`src/rtl/psa_if.sv`:
```
// Operand/result handshake bundle for pipelined_select_adder.
// master = operand producer and result consumer, slave = the adder.
interface psa_if #(
    parameter int WIDTH = 32
);
    logic             in_valid;
    logic             in_ready;
    logic [WIDTH-1:0] in_a;
    logic [WIDTH-1:0] in_b;
    logic             in_cin;
    logic             in_sub;
    logic             in_sat;
    logic             out_valid;
    logic             out_ready;
    logic [WIDTH-1:0] out_s;
    logic             out_cout;
    logic             out_ovf;

    modport master (
        output in_valid, in_a, in_b, in_cin, in_sub, in_sat, out_ready,
        input  in_ready, out_valid, out_s, out_cout, out_ovf
    );

    modport slave (
        input  in_valid, in_a, in_b, in_cin, in_sub, in_sat, out_ready,
        output in_ready, out_valid, out_s, out_cout, out_ovf
    );
endinterface

```
`src/rtl/pipelined_select_adder.sv`:
```
// Pipelined carry-select adder/subtractor: input register plus STAGES carry segments.
// Optional saturation on signed overflow is enabled with the PSA_SAT_EN macro.
module pipelined_select_adder #(
    parameter int WIDTH  = 32,
    parameter int BLK    = 8,
    parameter int STAGES = 2
) (
    input  logic   clk,
    input  logic   rst_n,
    psa_if.slave   bus
);
    localparam int NBLK = WIDTH / BLK;
    localparam int BPS  = (STAGES > 0) ? NBLK / STAGES : 1;
    localparam logic [BLK:0] ONE = (BLK+1)'(1);

    if (WIDTH % BLK != 0) begin : g_chk_blk
        $error("pipelined_select_adder: WIDTH must be a multiple of BLK");
    end
    if (STAGES < 1) begin : g_chk_stages_min
        $error("pipelined_select_adder: STAGES must be at least 1");
    end else if (NBLK % STAGES != 0) begin : g_chk_stages
        $error("pipelined_select_adder: WIDTH/BLK must be a multiple of STAGES");
    end

    // Index k holds the operands about to be processed by segment k.
    logic [STAGES-1:0][WIDTH-1:0] a_q, a_d;
    logic [STAGES-1:0][WIDTH-1:0] b_q, b_d;
    logic [STAGES-1:0][WIDTH-1:0] s_q, s_d;
    logic [STAGES-1:0]            c_q, c_d;
    logic [STAGES-1:0]            vld_q, vld_d;

    logic [STAGES-1:0][WIDTH-1:0] seg_s;
    logic [STAGES-1:0]            seg_c;
    logic [BLK:0]                 blk0, blk1;
    logic                         carry;
    logic                         ovf;

    logic             out_valid_q, out_valid_d;
    logic [WIDTH-1:0] out_s_q, out_s_d;
    logic             out_cout_q, out_cout_d;
    logic             out_ovf_q, out_ovf_d;
    logic             adv;

`ifdef PSA_SAT_EN
    logic [STAGES-1:0] sat_q, sat_d;

    function automatic logic [WIDTH-1:0] sat_clamp(input logic neg);
        return neg ? {1'b1, {(WIDTH-1){1'b0}}} : {1'b0, {(WIDTH-1){1'b1}}};
    endfunction
`else
    logic unused_sat;
    assign unused_sat = bus.in_sat;
`endif

    assign adv           = !out_valid_q || bus.out_ready;
    assign bus.in_ready  = adv;
    assign bus.out_valid = out_valid_q;
    assign bus.out_s     = out_s_q;
    assign bus.out_cout  = out_cout_q;
    assign bus.out_ovf   = out_ovf_q;

    always_comb begin
        a_d         = a_q;
        b_d         = b_q;
        s_d         = s_q;
        c_d         = c_q;
        vld_d       = vld_q;
        seg_s       = s_q;
        seg_c       = '0;
        blk0        = '0;
        blk1        = '0;
        carry       = 1'b0;
        ovf         = 1'b0;
        out_valid_d = out_valid_q;
        out_s_d     = out_s_q;
        out_cout_d  = out_cout_q;
        out_ovf_d   = out_ovf_q;
`ifdef PSA_SAT_EN
        sat_d       = sat_q;
        sat_d[0]    = bus.in_sat;
`endif

        // Input register: subtract becomes A + ~B + 1.
        a_d[0]   = bus.in_a;
        b_d[0]   = bus.in_sub ? ~bus.in_b : bus.in_b;
        c_d[0]   = bus.in_sub | bus.in_cin;
        s_d[0]   = '0;
        vld_d[0] = bus.in_valid;

        for (int k = 0; k < STAGES; k++) begin
            carry = c_q[k];
            for (int j = 0; j < BPS; j++) begin
                blk0  = {1'b0, a_q[k][(k*BPS+j)*BLK +: BLK]} + {1'b0, b_q[k][(k*BPS+j)*BLK +: BLK]};
                blk1  = blk0 + ONE;
                seg_s[k][(k*BPS+j)*BLK +: BLK] = carry ? blk1[BLK-1:0] : blk0[BLK-1:0];
                carry = carry ? blk1[BLK] : blk0[BLK];
            end
            seg_c[k] = carry;
        end

        // Segment boundaries: partial sum, carry and untouched operand bits advance together.
        for (int k = 1; k < STAGES; k++) begin
            a_d[k]   = a_q[k-1];
            b_d[k]   = b_q[k-1];
            s_d[k]   = seg_s[k-1];
            c_d[k]   = seg_c[k-1];
            vld_d[k] = vld_q[k-1];
`ifdef PSA_SAT_EN
            sat_d[k] = sat_q[k-1];
`endif
        end

        // Output register.
        ovf = (a_q[STAGES-1][WIDTH-1] == b_q[STAGES-1][WIDTH-1]) &&
              (seg_s[STAGES-1][WIDTH-1] != a_q[STAGES-1][WIDTH-1]);
        out_valid_d = vld_q[STAGES-1];
        out_s_d     = seg_s[STAGES-1];
        out_cout_d  = seg_c[STAGES-1];
        out_ovf_d   = ovf;
`ifdef PSA_SAT_EN
        if (sat_q[STAGES-1] && ovf) begin
            out_s_d = sat_clamp(a_q[STAGES-1][WIDTH-1]);
        end
`endif
    end

    always_ff @(posedge clk or negedge rst_n) begin
        if (!rst_n) begin
            vld_q       <= '0;
            out_valid_q <= 1'b0;
            out_s_q     <= '0;
            out_cout_q  <= 1'b0;
            out_ovf_q   <= 1'b0;
        end else if (adv) begin
            vld_q       <= vld_d;
            out_valid_q <= out_valid_d;
            out_s_q     <= out_s_d;
            out_cout_q  <= out_cout_d;
            out_ovf_q   <= out_ovf_d;
        end
    end

    // Operand/partial-sum path: qualified by vld_q, so no reset needed.
    always_ff @(posedge clk) begin
        if (adv) begin
            a_q   <= a_d;
            b_q   <= b_d;
            s_q   <= s_d;
            c_q   <= c_d;
`ifdef PSA_SAT_EN
            sat_q <= sat_d;
`endif
        end
    end
endmodule

```
`src/flat_wrapper.sv`:
```
// flat-port wrapper written by rule: the top's interface ports become plain ports
module pipelined_select_adder_flat 
#(
    parameter int WIDTH  = 32,
    parameter int BLK    = 8,
    parameter int STAGES = 2
)
  (clk, rst_n, bus_in_valid, bus_in_a, bus_in_b, bus_in_cin, bus_in_sub, bus_in_sat, bus_out_ready, bus_in_ready, bus_out_valid, bus_out_s, bus_out_cout, bus_out_ovf);
  psa_if #(.WIDTH(WIDTH)) bus_i ();
  input  logic clk;
  input  logic rst_n;
  input wire logic [$bits(bus_i.in_valid)-1:0] bus_in_valid;
  input wire logic [$bits(bus_i.in_a)-1:0] bus_in_a;
  input wire logic [$bits(bus_i.in_b)-1:0] bus_in_b;
  input wire logic [$bits(bus_i.in_cin)-1:0] bus_in_cin;
  input wire logic [$bits(bus_i.in_sub)-1:0] bus_in_sub;
  input wire logic [$bits(bus_i.in_sat)-1:0] bus_in_sat;
  input wire logic [$bits(bus_i.out_ready)-1:0] bus_out_ready;
  output wire logic [$bits(bus_i.in_ready)-1:0] bus_in_ready;
  output wire logic [$bits(bus_i.out_valid)-1:0] bus_out_valid;
  output wire logic [$bits(bus_i.out_s)-1:0] bus_out_s;
  output wire logic [$bits(bus_i.out_cout)-1:0] bus_out_cout;
  output wire logic [$bits(bus_i.out_ovf)-1:0] bus_out_ovf;
  assign bus_i.in_valid = bus_in_valid;
  assign bus_i.in_a = bus_in_a;
  assign bus_i.in_b = bus_in_b;
  assign bus_i.in_cin = bus_in_cin;
  assign bus_i.in_sub = bus_in_sub;
  assign bus_i.in_sat = bus_in_sat;
  assign bus_i.out_ready = bus_out_ready;
  assign bus_in_ready = bus_i.in_ready;
  assign bus_out_valid = bus_i.out_valid;
  assign bus_out_s = bus_i.out_s;
  assign bus_out_cout = bus_i.out_cout;
  assign bus_out_ovf = bus_i.out_ovf;
  pipelined_select_adder #(.WIDTH(WIDTH), .BLK(BLK), .STAGES(STAGES)) u_core (.clk(clk), .rst_n(rst_n), .bus(bus_i));
endmodule
```
`config.mk`:
```
export PLATFORM = sky130hd
export DESIGN_NAME = pipelined_select_adder_flat
export DESIGN_NICKNAME = d
export VERILOG_FILES = /design/src/rtl/psa_if.sv /design/src/rtl/pipelined_select_adder.sv /design/src/flat_wrapper.sv
export SDC_FILE = /design/constraint.sdc
export NUM_CORES = 1
export LEC_CHECK = 0
export ABC_AREA = 1
export CAP_MARGIN = 20
export CORE_ASPECT_RATIO = 0.75
export CORE_MARGIN = 3
export CORE_UTILIZATION = 55
export DETAILED_ROUTE_END_ITERATION = 12
export GPL_TIMING_DRIVEN = 0
export MAX_ROUTING_LAYER = met4
export PLACE_DENSITY = 0.81
export SYNTH_ARGS = -nofsm -noshare
export SYNTH_HDL_FRONTEND = slang
export SYNTH_SLANG_ARGS = --single-unit
```
`constraint.sdc`:
```
create_clock -name clk -period 8.11 [get_ports clk]
set_input_delay 1.2165 -clock clk [delete_from_list [all_inputs] [get_ports clk]]
set_output_delay 1.2165 -clock clk [all_outputs]
set_load 0.05 [all_outputs]
```
==> metrics.yaml, run 1 <==
status: "finished, final reports clean"
post_cts_resized: 0
final_common_cell: "nand2_1"
fillers: 797
p_per_area_nw_per_um2: 398
synth_ff_type: "edfxtp_1"
vias_per_cell: 5.33
totalWireLength_um: 15500
cp.arrival_ns: 3.64
setup_viol: 0
cts.clk_slew.worst_paths_ns: 0.06
syn_nets: 797
tightest_slew_ns: 0.816
die_w_um: 139
syn_inst: 686
crit_top_cell: "clkdlybuf4s50_1"
synth_edf_count: 114
die-area_sq_um: 14800
vdd_drop_max_mv: 0.361
final_nets: 922
portBuffers: 104
synth_top_area_share: 0.467
rows: 35
slowest_stage: "clkdlybuf4s50_1"
firstDrtPassIters: 6
cts_buffers: 17
multiInputGateArea_sq_um: 2710
antenna_found_initial: 0
slew_violations: 0
dp_hpwl_um: 11100
start_util: 0.579
postCtsSetupBuffers: 0
finalHoldViolCount: 0
yosysUniqueCellTypes: 34
cts_root_buffer: "clkbuf_16"
maxSlewHeadroom: 0.456
drt_iter0_markers: 413
post_drt_wl_per_cell_um: 15.7
pre_cts_ws_ns: 3.26
timing.final.crit_share: 0.599
rsz0062_at_grt: "false"
fmax_mhz: 206
ff_latch_area_sq_um: 4350
critPathLaunchType: "primary input"
syn_area_sq_um: 7330
setup_slack_ns: 3.26
cp_max_fo: 44
final_area_sq_um: 9260
drcViolationCount: 0
p_leak_nw: 4.05
synth_seq_area_share: 0.593
grt_start_max_net_pins: 48
ctsHoldBuffers: 0
final_cell_mix: "nand2_1 (213), edfxtp_1 (114), clkdlybuf4s50_1 (103)"
yosysWarnings: 0
final_antenna_net_count: 0
grt_pass1_vias: 5347
syn_area_per_cell_sq_um: 10.7
antennaDiodeCount: 0
cp-end-kind: "output port"
vias: 5278
clk_path_buf_depth: 2
async_flop_share: 0.245
fin_crit_ns: 4.85
crit_required_ns: 6.89
overflow: 0
cts_tree: "built"
placed_area_sq_um: 8620
finalWeightedCongestion: 0.912
fin_util: 0.731
tns_ns: 0
area_growth_pct: 26.2
cts.sinks: 151
synth.area.top_cells: "edfxtp_1 (47%), dfrtp_1 (13%), nand2_1 (11%), ha_1 (6.1%), xor2_1 (5.7%)"
critPathKind: "in -> out"
core_sq_um: 12700
finClkSkew_ns: 0.00713
drive_gt1_frac: 0.0643
max-cap-violations: 0
yosys_register_bits: 151
die_y_um: 106
io_pins: 107
grt_use_total: 0.229
clk-insertion-delay-late_ns: 0.42
worstPathCellList: "clkdlybuf4s50_1, nor2_1, clkinv_1, clkbuf_4, buf_12, clkdlybuf4s50_1"
yosysTopAreaCell: "edfxtp_1"
htree_num_levels: 4
max_stage_delay_ns: 0.73
hold_path_class: "reg -> reg"
grt_pass1_wl_um: 26200
==> power breakdown <==
group / switching [W] / internal, W / total (W) / leakage, nW
combinational: 0.00105 / 0.000542 / 0.00160 / 2.15
sequential: 0.000112 / 0.00113 / 0.00124 / 1.60
clock: 0.000321 / 0.000527 / 0.000848 / 0.297
==> metrics by stage <==
stage                     cells  power (W)  hold slack, ns
after floorplan             686    0.00236           0.400
after global placement      956    0.00275           0.404
after detailed placement    958    0.00282           0.405
after CTS                   990    0.00369           0.415
after global routing        990    0.00391           0.421
final                       990    0.00369           0.418
==> final cells by class <==
cell class                      instances  share of cell area
Timing Repair Buffer                  106               0.116
Buffer                                 12             0.00608
Multi-Input combinational cell        464               0.293
Inverter                               59              0.0239
Clock buffer                           19              0.0479
Clock inverter                         13              0.0210
Tap cell                              166              0.0224
Sequential cell                       151               0.470
==> metal layers <==
layer  global-route usage  routed length (um)  vias to the layer above
li1                     -                   -                     2559
met5                    -                   0                        -
met4               0.0698                 225                        0
met1                0.302                6940                     2484
met2                0.362                7470                      210
met3               0.0472                 871                       25
==> sequential cells by signal (all words and copies together), names as in the netlist <==
name	cells
u_core.out_s_d	16
u_core.b_q	16
u_core.bus.out_cout	1
u_core.b_d	32
u_core.bus.out_s	32
u_core.c_q	2
u_core.vld_q	2
u_core.bus.out_ovf	1
u_core.bus.out_valid	1
u_core.a_q	16
u_core.a_d	32
==> logic make-up (layout without fill, tap and decap cells) <==
group / after synthesis / count (layout) / share of synthesized area
fa+ha+maj: 40 / 40 / 0.0724
compound gates: 37 / 37 / 0.0290
flops: 151 / 151 / 0.593
buf+inv: 71 / 209 / 0.0374
simple gates: 324 / 324 / 0.191
mux: 1 / 1 / 0.00154
xor+xnor: 62 / 62 / 0.0751
==> synthesized netlist by cell type, types with 2 or more instances <==
library cell and count:
nand4_1 12, nor3_1 2, dfrtp_1 37, xor2_1 48
ha_1 36, inv_1 58, nand3_1 45, nor2_2 5
a31oi_1 4, nand2_2 5, fa_1 4, buf_1 3
xnor2_1 13, a21oi_1 19, nand2_1 213, o21ai_1 3
o21ai_0 7, nand3b_1 12, nor2_1 24, edfxtp_1 114
clkbuf_1 8, nand3_2 2
==> worst paths after layout <==
kind	start	endpoint	slack (ns)	depth (start not counted)
max	bus_out_ready	bus_in_ready	3.26	6
min	u_core.b_d[49]	u_core.b_q[49]	0.42	0
max reg2reg	u_core.b_q[48]	u_core.bus.out_s[28]	5.30	15
min reg2reg	u_core.b_d[49]	u_core.b_q[49]	0.42	0
max in group asynchronous	rst_n	u_core.bus.out_s[20]	6.69	1
min in group asynchronous	rst_n	u_core.bus.out_s[26]	0.89	1
==> worst max-delay path: cells and delay by family <==
family / cells / cell delay [ns]
AND/OR/NAND/NOR: 1 / 0.21
buffers and inverters: 5 / 2.18
Note: power is estimated with default switching activity, not from simulation.
==> run 2: changes to the inputs <==
CORE_UTILIZATION = 49   (was 55)
PLACE_DENSITY = 0.76   (was 0.81)
clock period = 4.12 ns   (was 8.11 ns; I/O delays follow)
==> metrics.yaml, run 2 (synthesis results as in run 1) <==
grt_pass1_wl_um: 24700  # -5.9%
htree_num_levels: 4  # unchanged
post_cts_resized: 0  # unchanged
p_leak_nw: 4.07  # +0.52%
clk-insertion-delay-late_ns: 0.43  # about the same
die_w_um: 147  # +5.7%
internal_power_w: 0.00454  # +110%
finalHoldViolCount: 0  # unchanged
final_cell_mix: "nand2_1 (213), edfxtp_1 (114), clkdlybuf4s50_1 (103)"
max_stage_delay_ns: 0.95  # +0.22 ns
grt_use_total: 0.195  # -0.0337
antennaDiodeCount: 0  # unchanged
tightest_slew_ns: 0.950  # +0.134 ns
crit_path_start: "bus_out_ready"
cts_tree: "built"
firstDrtPassIters: 5  # -1
clk_path_buf_depth: 2  # unchanged
grt_pass1_vias: 5043  # -5.7%
combPwrFrac: 0.414  # -0.019
drt_iter0_markers: 357  # -14%
slowest_stage: "clkdlybuf4s50_1"
vias_per_cell: 4.95  # -7.2%
timing.final.crit_share: 0.901
crit_end: "bus_in_ready"
grt_start_max_net_pins: 125  # +160%
die-area_sq_um: 16500  # +12%
p_switching_w: 0.00284  # +91%
drive_gt1_frac: 0.0596  # -0.00471
final_antenna_net_count: 0  # unchanged
cts_root_buffer: "clkbuf_16"
p_seq_frac: 0.331  # -0.006
max-cap-violations: 0  # unchanged
dp_hpwl_um: 10400  # -6.0%
die_y_um: 112  # +5.6%
timing.critical_path.buf_inv: 4  # -1
totalWireLength_um: 14600  # -5.6%
critPathLaunchType: "primary input"
p_per_area_nw_per_um2: 790  # +98%
crit_top_cell: "clkdlybuf4s50_1"
r2r_slack_ns: 1.32  # -3.98 ns
ctsHoldBuffers: 0  # unchanged
core_sq_um: 14500  # +15%
cp_max_fo: 124  # +180%
critical_path_depth: 5  # -1
maxSlewHeadroom: 0.366  # -0.0894
area_growth_pct: 27.4
overflow: 0  # unchanged
r2r_start: "u_core.b_q[48]"
antenna_found_initial: 0  # unchanged
worstPathCellList: "clkdlybuf4s50_1, nor2_1, clkinv_1, clkbuf_8, clkdlybuf4s50_1"
critPathKind: "in -> out"
drcViolationCount: 0  # unchanged
final_nets: 920  # -0.22%
cts.sinks: 151  # unchanged
reg2reg_depth: 15  # unchanged
fillers: 1116  # +40%
vias: 5054  # -4.2%
fin_crit_ns: 3.71
cp-end-kind: "output port"
vdd_drop_max_mv: 0.383  # +6.0%
crit_family: "buffers and inverters"
status: "finished, final reports clean"
fmax_mhz: 269
rows: 38  # +8.6%
cts.clk_slew.worst_paths_ns: 0.06  # about the same
slew_violations: 0  # unchanged
cp.arrival_ns: 3.10  # -0.54 ns
finalWeightedCongestion: 0.883  # -3.2%
setup_viol: 0  # unchanged
rr_endpoint: "u_core.bus.out_s[28]"
postCtsSetupBuffers: 0  # unchanged
cts_buffers: 17  # unchanged
rsz0062_at_grt: "false"
portBuffers: 104  # unchanged
fin_util: 0.642  # -0.0896
crit_required_ns: 3.50  # -3.39 ns
post_drt_wl_per_cell_um: 14.3  # -8.5%
io_pins: 107  # unchanged
final_common_cell: "nand2_1"
finClkSkew_ns: 0.0100  # +0.00289 ns
start_util: 0.504  # -0.0754
power_w: 0.00738  # +100%
hold_path_class: "in -> async"
swShare: 0.385  # -0.0187
power.share.clock: 0.254  # +0.024
==> run 2: metal layers <==
| layer | global-route usage | vias up | share of wire |
|---|---|---|---|
| met3 | 0.0472 | 22 | 0.049 |
| met2 | 0.294 | 140 | 0.47 |
| met4 | 0.0714 | 0 | 0.019 |
| met5 | - | - | 0 |
| li1 | - | 2551 | - |
| met1 | 0.260 | 2341 | 0.46 |
==> run 2: power groups by stage <==
| stage | clock network (W) | logic [W] | registers (W) |
|---|---|---|---|
| global placement | 0 | 0.00294 | 0.00247 |
| CTS | 0.00191 | 0.00306 | 0.00245 |
| global route | 0.00197 | 0.00337 | 0.00249 |
| finish | 0.00188 | 0.00306 | 0.00244 |
| floorplan | 0 | 0.00158 | 0.00303 |
| detailed placement | 0 | 0.00304 | 0.00248 |
==> run 2: final cells by class <==
type / count / area (sq um) / area share
clock inverters: 12 / 273 / 0.0292
plain buffers: 12 / 62.6 / 0.00670
inverters: 59 / 221 / 0.0237
clock buffers: 20 / 437 / 0.0468
multi-input cells: 464 / 2710 / 0.290
well taps: 200 / 250 / 0.0268
repair buffers: 104 / 1040 / 0.111
flip-flops and latches: 151 / 4350 / 0.466
==> run 2: how the worst min path moves through the flow <==
stage | slack, ns | depth (start not counted) | from | end
finish | 0.29 | 1 | rst_n | u_core.bus.out_s[27]
global route | 0.36 | 1 | rst_n | u_core.bus.out_s[26]
CTS | 0.31 | 1 | rst_n | u_core.bus.out_s[27]
detailed placement | 0.40 | 0 | u_core.a_d[51] | u_core.a_q[51]
global placement | 0.40 | 0 | u_core.b_d[63] | u_core.b_q[63]
floorplan | 0.32 | 0 | rst_n | u_core.bus.out_cout
==> run 2: metrics by stage <==
stage / setup WS [ns] / std cells / TNS [ns] / hold WS, ns / area [sq um]
floorplan: 0.906 / 686 / 0 / 0.322 / 7330
global placement: -1.06 / 990 / -1.06 / 0.401 / 8620
detailed placement: 0.390 / 990 / 0 / 0.405 / 8630
CTS: 0.383 / 1022 / 0 / 0.313 / 9340
global route: 0.252 / 1022 / 0 / 0.356 / 9340
finish: 0.407 / 1022 / 0 / 0.290 / 9340
